<file path="src/rtl/comparator_1.sv">
`default_nettype none
// ============================================================================
// Module      : comparator_1
// Description : Registered magnitude comparator for two WIDTH-bit operands.
//               One-hot less/great/eq flags appear one clock after a valid
//               sample; out_valid marks the cycle that follows each sample.
//               Optional build macro COMPARATOR_1_SIGNED_EN selects a two's
//               complement compare (MSB is the sign bit); without it the
//               compare is unsigned. Ports and latency are the same either way.
// Ports       : clk       in   rising-edge clock
//               rst       in   synchronous active-high reset
//               in_valid  in   a/b sampled on this edge
//               a, b      in   WIDTH-bit operands
//               less      out  a <  b for the last sampled pair
//               great     out  a >  b for the last sampled pair
//               eq        out  a == b for the last sampled pair
//               out_valid out  flags were updated by the previous edge
// Revision    : 1.0  initial release
// ============================================================================
module comparator_1 #(
    parameter int WIDTH = 1
) (
    input  logic             clk,
    input  logic             rst,
    input  logic             in_valid,
    input  logic [WIDTH-1:0] a,
    input  logic [WIDTH-1:0] b,
    output logic             less,
    output logic             great,
    output logic             eq,
    output logic             out_valid
);

    logic w_less_d;
    logic w_great_d;
    logic w_eq_d;

    logic r_less_q;
    logic r_great_q;
    logic r_eq_q;
    logic r_valid_q;

`ifdef COMPARATOR_1_SIGNED_EN
    assign w_less_d  = ($signed(a) <  $signed(b));
    assign w_great_d = ($signed(a) >  $signed(b));
`else
    assign w_less_d  = (a <  b);
    assign w_great_d = (a >  b);
`endif
    assign w_eq_d    = (a == b);

    // Flags load only on a valid sample, so a/b (even X) cannot reach the
    // outputs while in_valid is low. Reset wins over a coincident sample.
    always_ff @(posedge clk) begin
        if (rst) begin
            r_less_q  <= 1'b0;
            r_great_q <= 1'b0;
            r_eq_q    <= 1'b0;
            r_valid_q <= 1'b0;
        end else begin
            r_valid_q <= in_valid;
            if (in_valid) begin
                r_less_q  <= w_less_d;
                r_great_q <= w_great_d;
                r_eq_q    <= w_eq_d;
            end
        end
    end

    assign less      = r_less_q;
    assign great     = r_great_q;
    assign eq        = r_eq_q;
    assign out_valid = r_valid_q;

endmodule
`default_nettype wire

</file>
<file path="config.mk">
export PLATFORM = sky130hd
export DESIGN_NAME = comparator_1
export DESIGN_NICKNAME = d
export VERILOG_FILES = /design/src/rtl/comparator_1.sv
export SDC_FILE = /design/constraint.sdc
export NUM_CORES = 1
export LEC_CHECK = 0
export ABC_AREA = 1
export BUFFER_PORTS_ARGS = -buffer_cell sky130_fd_sc_hd__buf_2
export CAP_MARGIN = 20
export CORE_AREA = 2 2 39 41
export CTS_CLUSTER_DIAMETER = 200
export CTS_CLUSTER_SIZE = 8
export DETAILED_ROUTE_END_ITERATION = 12
export DIE_AREA = 0 0 41 43
export GPL_TIMING_DRIVEN = 0
export SYNTH_ARGS = -nofsm -noshare
export SYNTH_HDL_FRONTEND = slang
export SYNTH_SLANG_ARGS = --single-unit
</file>
<file path="constraint.sdc">
create_clock -name clk -period 0.8 [get_ports clk]
set_input_delay 0.04 -clock clk [delete_from_list [all_inputs] [get_ports clk]]
set_output_delay 0.04 -clock clk [all_outputs]
set_load 0.01 [all_outputs]
</file>
==> flow_summary.yaml <==
run_status:
  status: "finished, final reports clean"
worst_hold_path:
  holdCritStartpoint: "in_valid"
  hold_depth: 3
  hold_class: "in2reg"
  worstHoldEndpoint: "out_valid$_SDFF_PP0_"
sta:
  slew_violations: 0
  hold-worst-slack_ns: 0.0811
  setup_viol: 0
  finalCritPeriodShare_pct: 91.4
  hold_viol: 0
  fin_tns_setup_ns: 0
  rsz0062_at_grt: "false"
  fin_skew_ns: 0
  worst_pin_slew_ns: 0.116
  timing.final.ws_setup_ns: 0.0687
  slew_headroom_pct: 92.3
  fmax_ghz: 1.37
  period_needed_ns: 0.731
drt:
  wl_per_cell_microns: 6.22
  ant_nets: 0
  drcViolationCount: 0
  drt_iter0_drc: 1
  wl_microns: 336
  drtPass1Iterations: 2
  vias: 181
  vias_per_cell: 3.35
synth:
  synth.distinct_cells: 5
  ys_seq_area_share_pct: 44.4
  synth_ff_type: "dfxtp_1"
  yosysWarnings: 0
  syn_area_sq_um: 180
  synthTopCellsByArea: "dfxtp_1 44%, inv_1 15%, nor2_1 15%"
  synth_common_cells: "7 x inv_1, 7 x nor2_1, 6 x nand2_1"
  synth-seq-cells: 4
  synth_edf_count: 0
  synth_top_area_share_pct: 44.4
  async_flop_share_pct: 0
  yosys.area.top_type: "dfxtp_1"
  syn_nets: 33
  netlist_instances: 26
  avgSynthCellArea_sq_um: 6.93
clocking:
  cts_max_path_buffers: 2
  cts_tree: "done"
  numCtsBuffers: 3
  cts_sinks: 4
  clk_latency_ns: 0.23
  post_cts_buffers: 0
  clkTransAtPathRegs_ns: 0.04
  cts_hold_buf: 1
  ctsResizeCount: 0
  cts_root_buf: "clkbuf_4"
  h-tree-depth: 1
critical_path:
  cp.arrival_ns: 0.90
  worst-setup-path-type: "in2reg"
  reg2reg_from: "eq$_SDFFE_PP0P_"
  rr_worst_depth: 2
  r2r_end: "eq$_SDFFE_PP0P_"
  worstPathRequired_ns: 0.97
  rrSetupSlack_ns: 0.26
  endpoint_kind: "register"
  critPathLaunchType: "input port"
  critPathMaxFanout: 3
floorplan:
  die_h_microns: 43
  die_w_microns: 41
  dieArea_sq_um: 1760
  initial_core_util_pct: 13.0
  io_pins: 9
  core_area_sq_um: 1380
  placementRows: 14
cells_and_area:
  final_area_sq_um: 273
  nFillCells: 162
  diodes: 0
  drive_gt1_share_pct: 28.9
  finalNetCount: 47
  layoutNonFillerInstCount: 54
  synthToLayoutAreaGrowth_pct: 51.4
place:
  placed_cell_area_sq_um: 240
  hpwl_microns: 276
  place.gp.congestion: 0.675
  dp.cells: 50
  io_buffers: 8
  place_ws_ns: 0.0567
power_and_ir_drop:
  powerDensity_nw_per_um2: 1970
  p_sw_uw: 122
  power_frac_comb_pct: 13.2
  max-vdd-ir-drop_mv: 0.361
  leakage_uw: 0.000165
  intPower_uw: 414
  seq_power_share_pct: 40.7
  clkPwrFrac_pct: 46.1
  p_sw_share_pct: 22.7
flow_run:
  drv_cap: 0
grt:
  grt_use_total_pct: 5.52
  grt_pass1_vias: 176
  grt_max_degree: 8
  grt-ovfl-total: 0
  grt_pass1_wl_microns: 572
  grt_antenna_before_repair: 0
how the worst max path moves through the flow:
stage / startpoint / end / depth (start not counted) / slack (ns)
4_1_cts: great$_SDFFE_PP0P_ / great / 1 / 0.06
3_3_place_gp: a / eq$_SDFFE_PP0P_ / 7 / 0.07
6_report: rst / great$_SDFFE_PP0P_ / 5 / 0.07
3_5_place_dp: a / eq$_SDFFE_PP0P_ / 7 / 0.06
2_1_floorplan: a / eq$_SDFFE_PP0P_ / 6 / 0.20
5_1_grt: rst / less$_SDFFE_PP0P_ / 5 / 0.006
power groups by stage:
stage,registers [uW],logic [uW],clock network [uW]
finish,218,71.0,247
global route,219,83.1,279
CTS,218,73.0,264
detailed placement,221,69.1,0
global placement,222,67.8,0
floorplan,229,29.5,0
critical path, cell delays in order:
cell	delay (ns)
dlygate4sd3_1	0.53
buf_2	0.12
inv_1	0.08
nand2_1	0.06
nor2_1	0.07
logic make-up (layout without fill, tap and decap cells):
logic type    Yosys count  in the layout  share of synthesized area, %
fa+ha+maj               2              2                          13.9
flops                   4              4                          44.4
buf+inv                 7             19                          14.6
simple gates           13             13                          27.1
metrics by stage:
step                      util [%]  power, uW
final                         19.7        536
after global routing          19.7        582
after CTS                     19.7        556
after detailed placement      17.4        291
after global placement        17.4        289
after floorplan                  -        258
flip-flops by register name, summed over array words and instances, names as in the netlist:
signal     cells
out_valid      1
eq             1
less           1
great          1
per-layer routing:
metal | track usage (%) | vias to the layer above | wire (microns)
met1 | 4.82 | 79 | 139
met3 | 5.24 | 0 | 45
met4 | 6.00 | 0 | 0
li1 | - | 97 | -
met2 | 6.56 | 5 | 151
met5 | 0 | - | 0
final cells by class:
| cell class | count | area (sq um) | share of cell area (%) |
|---|---|---|---|
| clock buffers | 3 | 22.5 | 8.26 |
| inverters | 7 | 26.3 | 9.63 |
| multi-input cells | 15 | 73.8 | 27.1 |
| flip-flops and latches | 4 | 80.1 | 29.4 |
| well taps | 16 | 20.0 | 7.34 |
| repair buffers | 9 | 50.0 | 18.3 |
placed cells by master, fill, tap and decap left out:
master / Yosys / final
dlygate4sd3_1: 0 / 1
inv_1: 7 / 7
dfxtp_1: 4 / 4
buf_2: 0 / 8
nand2_1: 6 / 6
clkbuf_4: 0 / 3
nor2_1: 7 / 7
ha_1: 2 / 2
(Power assumes the default switching activity.)
